### config.mk
export PLATFORM = sky130hd
export DESIGN_NAME = delay_assign_sched
export DESIGN_NICKNAME = d
export VERILOG_FILES = /design/src/rtl/delay_assign_sched.sv
export SDC_FILE = /design/constraint.sdc
export NUM_CORES = 1
export LEC_CHECK = 0
export BUFFER_PORTS_ARGS = -buffer_cell sky130_fd_sc_hd__buf_4
export CORE_ASPECT_RATIO = 1.1
export CORE_UTILIZATION = 61
export DETAILED_ROUTE_END_ITERATION = 8
export MAX_ROUTING_LAYER = met4
export PLACE_DENSITY = 0.91
export SLEW_MARGIN = 15
export SYNTH_ARGS = -nofsm -noshare
export SYNTH_HDL_FRONTEND = slang
export SYNTH_SLANG_ARGS = --single-unit
### constraint.sdc
create_clock -name clk -period 9.6 [get_ports clk]
set_input_delay 0.48 -clock clk [delete_from_list [all_inputs] [get_ports clk]]
set_output_delay 0.48 -clock clk [all_outputs]
set_load 0.03 [all_outputs]
### src/rtl/delay_assign_sched.sv
// Delayed-assignment scheduler: captures data on accept, writes it to out_data exactly max(N,1) edges later.
// Optional DLY_SCHED_CANCEL_EN adds a cancel input that drops every in-flight assignment.
module delay_assign_sched #(
    parameter int W     = 8,
    parameter int CW    = 4,
    parameter int DEPTH = 4
) (
    input  logic                       clk,
    input  logic                       rst,
    input  logic                       req_valid,
    output logic                       req_ready,
    input  logic [W-1:0]               req_data,
    input  logic [CW-1:0]              req_count,
    output logic                       out_valid,
    output logic [W-1:0]               out_data,
    output logic                       collide,
    output logic [$clog2(DEPTH+1)-1:0] pending
`ifdef DLY_SCHED_CANCEL_EN
    ,
    input  logic                       cancel
`endif
);
    localparam int PW = $clog2(DEPTH+1);
    localparam int TW = CW + $clog2(DEPTH) + 1;

    logic [DEPTH-1:0] vld_q, vld_d;
    logic [CW-1:0]    cnt_q  [DEPTH];
    logic [CW-1:0]    cnt_d  [DEPTH];
    logic [W-1:0]     data_q [DEPTH];
    logic [W-1:0]     data_d [DEPTH];
    logic [TW-1:0]    tag_q  [DEPTH];
    logic [TW-1:0]    tag_d  [DEPTH];
    logic [TW-1:0]    tag_ctr_q, tag_ctr_d;
    logic             out_valid_q, out_valid_d;
    logic [W-1:0]     out_data_q, out_data_d;
    logic             collide_q, collide_d;
    logic [PW-1:0]    pending_q, pending_d;

    logic             cancel_w;
    logic             accept;
    logic [DEPTH-1:0] done, alloc;
    logic             free_found, win_found, multi;
    logic [TW-1:0]    win_tag;
    logic [W-1:0]     win_data;

`ifdef DLY_SCHED_CANCEL_EN
    assign cancel_w = cancel;
`else
    assign cancel_w = 1'b0;
`endif

    // Modulo age compare: a is newer than b when a-b is nonzero and below half the tag range.
    function automatic logic newer(input logic [TW-1:0] a, input logic [TW-1:0] b);
        logic [TW-1:0] diff;
        diff = a - b;
        return (diff != '0) && !diff[TW-1];
    endfunction

    assign req_ready = (pending_q < PW'(DEPTH)) && !rst;
    assign accept    = req_valid && req_ready;

    always_comb begin
        done       = '0;
        alloc      = '0;
        free_found = 1'b0;
        win_found  = 1'b0;
        multi      = 1'b0;
        win_tag    = '0;
        win_data   = '0;
        vld_d      = vld_q;
        tag_ctr_d  = tag_ctr_q;
        pending_d  = '0;
        for (int i = 0; i < DEPTH; i++) begin
            cnt_d[i]  = cnt_q[i];
            data_d[i] = data_q[i];
            tag_d[i]  = tag_q[i];
            done[i]   = vld_q[i] && (cnt_q[i] == CW'(1)) && !cancel_w;
            if (!free_found && !vld_q[i]) begin
                alloc[i]   = 1'b1;
                free_found = 1'b1;
            end
        end

        for (int i = 0; i < DEPTH; i++) begin
            if (done[i]) begin
                if (win_found)
                    multi = 1'b1;
                if (!win_found || newer(tag_q[i], win_tag)) begin
                    win_tag  = tag_q[i];
                    win_data = data_q[i];
                end
                win_found = 1'b1;
            end
        end

        // A slot freed this edge is still busy now, so alloc never targets it.
        for (int i = 0; i < DEPTH; i++) begin
            if (cancel_w || done[i])
                vld_d[i] = 1'b0;
            else if (vld_q[i])
                cnt_d[i] = cnt_q[i] - CW'(1);
            if (accept && alloc[i]) begin
                vld_d[i]  = 1'b1;
                cnt_d[i]  = (req_count == '0) ? CW'(1) : req_count;
                data_d[i] = req_data;
                tag_d[i]  = tag_ctr_q;
            end
        end

        if (accept)
            tag_ctr_d = tag_ctr_q + TW'(1);
        for (int i = 0; i < DEPTH; i++)
            pending_d = pending_d + PW'(vld_d[i]);

        out_valid_d = win_found;
        out_data_d  = win_found ? win_data : out_data_q;
        collide_d   = multi;
    end

    always_ff @(posedge clk) begin
        if (rst) begin
            vld_q       <= '0;
            tag_ctr_q   <= '0;
            out_valid_q <= 1'b0;
            out_data_q  <= '0;
            collide_q   <= 1'b0;
            pending_q   <= '0;
            for (int i = 0; i < DEPTH; i++) begin
                cnt_q[i]  <= '0;
                data_q[i] <= '0;
                tag_q[i]  <= '0;
            end
        end else begin
            vld_q       <= vld_d;
            tag_ctr_q   <= tag_ctr_d;
            out_valid_q <= out_valid_d;
            out_data_q  <= out_data_d;
            collide_q   <= collide_d;
            pending_q   <= pending_d;
            for (int i = 0; i < DEPTH; i++) begin
                cnt_q[i]  <= cnt_d[i];
                data_q[i] <= data_d[i];
                tag_q[i]  <= tag_d[i];
            end
        end
    end

    assign out_valid = out_valid_q;
    assign out_data  = out_data_q;
    assign collide   = collide_q;
    assign pending   = pending_q;
endmodule

* Yosys cells after proc, flatten, opt, wreduce, memory -nomap -nowiden
Memory sizes are Yosys's and may differ from the RTL's. Index checks and enable logic that the tools add are counted.
Storage, ports and cells: output and inout port bits 14, flip-flop bits (word level) 24, input bits 15, memories 3, memory bits (writable) 76, logic and storage cells 144
Memory list:
- data_q | depth 4, bits a word 8, rd ports 4, clocked after memory_dff 0, write ports 4, RTL line 29 | logic [W-1:0] data_q [DEPTH];
- tag_q | depth 4, bits a word 7, rd ports 4, clocked after memory_dff 0, write ports 4, RTL line 31 | logic [TW-1:0] tag_q [DEPTH];
- cnt_q | depth 4, bits a word 4, rd ports 4, clocked after memory_dff 0, write ports 4, RTL line 27 | logic [CW-1:0] cnt_q [DEPTH];
Operators by class: order comparisons 1, muxes and demuxes 72, reductions and logical operators 35, bitwise logic cells 12, equal/unequal tests 4, add/subtract/negate cells 11
Operators with widths (number):
- $mux 8 | 15
- $mux 7 | 13
- $mux 4 | 17
- $mux 1 | 27
- $reduce_bool 7->1 | 3
- $sub 7x7->7 | 3
- $eq 4x1->1 const B | 4
- $logic_and 1x1->1 | 16
- $sub 4x1->4 const B | 4
- $logic_not 1->1 | 12
- $or 1x1->1 | 12
- $add 7x1->7 const B | 1
- $logic_not 4->1 | 1
- $add 2x1->3 | 1
- $add 3x1->3 | 1
- $logic_or 1x1->1 | 3
- $lt 3x3->1 const B | 1
- $add 1x1->2 | 1

* Depth between registers and ports, before layout
An unclocked memory read counts as a cell.
depth in word-level cells 22, mapped depth 37, mapped depth without buffers 31

* Worst setup path before layout
No wires, ideal clock.
kind register -> register, start memory cnt_q[0][0], end register out_data_q[0] (netlist: out_data[0]), required time 9.478 ns, stages on the path, launching flop included 36, library setup time 0.122 ns, path buffers 5, setup slack 2.468 ns, clock period less this slack 7.132 ns, arrival 7.011 ns, cells stage by stage dfxtp_1 -> ha_1 -> and3_1 -> buf_2 -> clkbuf_1 -> nand2_1 -> ha_1 -> or2b_1 -> a22oi_1 -> a2111oi_4 -> a21o_2 -> a21oi_2 -> buf_4 -> buf_2 -> nor2_1 -> a21oi_1 -> ha_1 -> or2_2 -> a21o_1 -> o41a_1 -> xor2_2 -> xor2_4 -> a22o_1 -> buf_2 -> nor2_1 -> a21oi_1 -> ha_1 -> nor2b_1 -> o211ai_1 -> a21oi_1 -> nor3_1 -> a211oi_1 -> a22oi_2 -> and3_4 -> nor2_1 -> a221o_1
RTL lines:
- start, declared | RTL line 27
- end signal, assigned | RTL line 137 | out_data_q <= out_data_d;
- end, declared | RTL line 35 | logic [W-1:0] out_data_q, out_data_d;

==> run metrics <==
Max Clk Rate 120.1 MHz; clock edge transition at the registers on the reported setup and hold paths 0.10 ns; first-pass GRT wire length 21310 µm; storage element area 2002 µm²; yosys synthesis warning count 0; Fin Clk Skew 0.01244 ns; DRC Markers 0; DR iter-0 viols 470; largest net degree at the start of global routing 97; initial antenna violation count 0; Vias/cell 6.015; row count 35; Layout area overhead 8.599%; Cell Pwr Density 133.8 nW/µm²; TritonCTS clock tree built; relative slew slack 35.07%; syn nets 724; post-CTS setup buffer count 0; final hold vios 0; via count 4824; Required @ worst endpoint 9.87 ns; min cycle time layout 8.330 ns; die height 99.33 µm; Seq/Total Area, Yosys 38.11%; Avg Cell Area, Syn 7.736 µm²; final WL 13020 µm; commonest non-fill, non-tap cell in the layout nand2_1; global-route congestion overflow total 0; CTS max path bufs 2; RR Startpoint cnt_q[0][0]$_SDFFE_PP0P_; Tcrit/Tclk final 86.77%; Initial Utilization 62.80%; Hold Buf Count CTS 0; Worst Setup Start Kind flip-flop; FF-to-FF path depth 29; reg2reg setup slack 1.27 ns; ys async rst share 0%; gr usage total 30.50%; n_diodes 0; Final GP Congestion 0.9268; CTS Buf Count 9; max-cap violations 0; crit path capture type flip-flop; RSZ-0062 raised after global routing no; Critical Path Max Stage Delay 0.70 ns; fraction of layout cells with a size suffix above 1 9.551%; Hold Crit Depth 2; total negative setup slack 0 ns; Core ar. 8364 µm²; Die X 90.48 µm; # nets final 731; Final Max Tran Viols 0; Synth Instances 679; top-level I/O count 29; fill count 658; clk root buf clkbuf_8; post_cts resized 0; Slew @ Worst Pin 0.9739 ns; outcome finished clean; worst vdd ir 77.79 µV; #FFs+latches synth 100; vias in the first global route 4560; Cells after DPL 786; WL/cell 16.23 µm; finished layout cell area 5704 µm²; EDFF count, synth 0; Syn Std Cell Area 5253 µm²; Setup Slack @ Placement 1.420 ns; Crit-path slowest cell a21oi_2; Worst Path Max Fanout 27; leakage power figure 2.090 nW; hold path startpoint rst; Port Buffers 28; HPWL after DPL 9434 µm; Final ANT Viol Nets 0; Post-Layout Cell Count 802; Worst Path Arrival 8.59 ns; highest-count cells in the layout ignoring fill and taps nand2_1 (168), dfxtp_1 (100), a21oi_1 (93); DP Area 5488 µm²; Setup violations, final 0; total die area 8986 µm²; Pre-antenna DRT Iters 6; Hold Crit Class primary input to flip-flop; worst skew pair latency 0.37 ns; clock tree sinks 100; PnR worst setup slack 1.270 ns; area of the multi-input gates 3033 µm²; Top FF cell, synth dfxtp_1; worst hold endpoint pending[2]$_SDFF_PP0_; CTS H-tree lvls 3; Netlist cell types 65; reg2reg end out_data[4]$_SDFFE_PP0P_; CP Class flip-flop to flip-flop
## critical path, delay by kind of cell, from the launching register on
kind	cells	cell delay, ns
compound gates	14	3.96
fa+ha+maj	4	1.05
simple gates	7	1.76
buf+inv	1	0.08
mux	1	0.44
flops	1	0.40
xor+xnor	2	0.51
## worst max path at each step
| stage | startpoint | endpoint | slack [ns] |
|---|---|---|---|
| global route | cnt_q[0][0]$_SDFFE_PP0P_ | out_data[4]$_SDFFE_PP0P_ | 0.66 |
| detailed placement | cnt_q[0][0]$_SDFFE_PP0P_ | out_data[4]$_SDFFE_PP0P_ | 1.42 |
| finish | cnt_q[0][0]$_SDFFE_PP0P_ | out_data[4]$_SDFFE_PP0P_ | 1.27 |
| global placement | cnt_q[0][0]$_SDFFE_PP0P_ | out_data[6]$_SDFFE_PP0P_ | 1.87 |
| CTS | cnt_q[0][0]$_SDFFE_PP0P_ | out_data[4]$_SDFFE_PP0P_ | 1.38 |
| floorplan | cnt_q[0][0]$_SDFFE_PP0P_ | out_data[0]$_SDFFE_PP0P_ | 2.47 |
## synthesized netlist by cell type (all sizes together), types with 2 or more instances
cell     count  area [µm²]
xor2         8       96.35
a221o        4       40.04
nor3         9       45.04
a21o         5       38.79
a31oi       10       62.56
a22oi        2       20.02
buf          7       36.28
o21ai       25       125.1
a21boi       2       26.28
o21a         2       15.01
nor4         5       37.53
and3         6       42.54
inv         24       90.09
nand3        3       20.02
nand2      168       630.6
nand4b       2       17.52
o311a        2       20.02
o22ai        3       18.77
nor3b        4       30.03
mux2         5       56.30
nand2b       9       56.30
o211ai      10       75.07
xnor2        6       52.55
ha          29       362.9
or2          4       25.02
nor2        49       183.9
clkbuf      28       105.1
a21oi       94       474.2
and2        11       68.82
a2111oi      2       36.29
dfxtp      100        2002
a221oi       4       35.03
a211oi       8       60.06
nor2b       10       62.56
or3          3       18.77
## power breakdown
part	internal, W	switching [W]	leakage [nW]	total, W
Sequential	0.000422	0.00000785	0.809	0.000430
Clock	0.000130	0.000150	0.107	0.000280
Combinational	0.0000196	0.0000337	1.17	0.0000532
## cell families (layout without fill, tap and decap cells)
family | after synthesis | in the layout | synth area share [%]
and+or+nand+nor | 288 | 288 | 24.39
AOI/OAI and AO/OA | 183 | 183 | 21.89
DFF | 100 | 100 | 38.11
buffers and inverters | 59 | 71 | 4.407
adders and majority gates | 30 | 30 | 7.289
xor gates and xnor gates | 14 | 14 | 2.835
muxes | 5 | 5 | 1.072
## metrics by stage
| stage | power [W] | hold WS [ns] | util (%) |
|---|---|---|---|
| 2_1_floorplan | 0.0004736 | 0.4317 | - |
| 3_3_place_gp | 0.0004889 | 0.4396 | 65.61 |
| 6_report | 0.0007630 | 0.3251 | 68.20 |
| 3_5_place_dp | 0.0004919 | 0.4433 | 65.61 |
| 5_1_grt | 0.0007944 | 0.3127 | 68.20 |
| 4_1_cts | 0.0007645 | 0.3152 | 68.09 |
## flip-flops by register name, summed over array words and instances, names as in the netlist
name and flops:
cnt_q 16, collide 1, data_q 32, out_data 8, out_valid 1, pending 3, tag_ctr_q 7, tag_q 28
vld_q 4
## final cells by class
class	count	share of cell area [%]
Timing Repair Buffer	31	4.080
Multi-Input combinational cell	520	53.17
Tap cell	111	2.435
Sequential cell	100	35.10
Inverter	24	1.579
Clock buffer	10	2.413
Clock inverter	6	1.228
## layer usage
| metal | up-vias | track usage (%) | routed length (µm) |
|---|---|---|---|
| met3 | 34 | 5.505 | 689 |
| met2 | 174 | 52.10 | 6559 |
| met4 | 0 | 11.66 | 267 |
| li1 | 2348 | - | - |
| met1 | 2268 | 35.70 | 5499 |
| met5 | - | - | 0 |
Note: power is estimated with default switching activity, not from simulation.
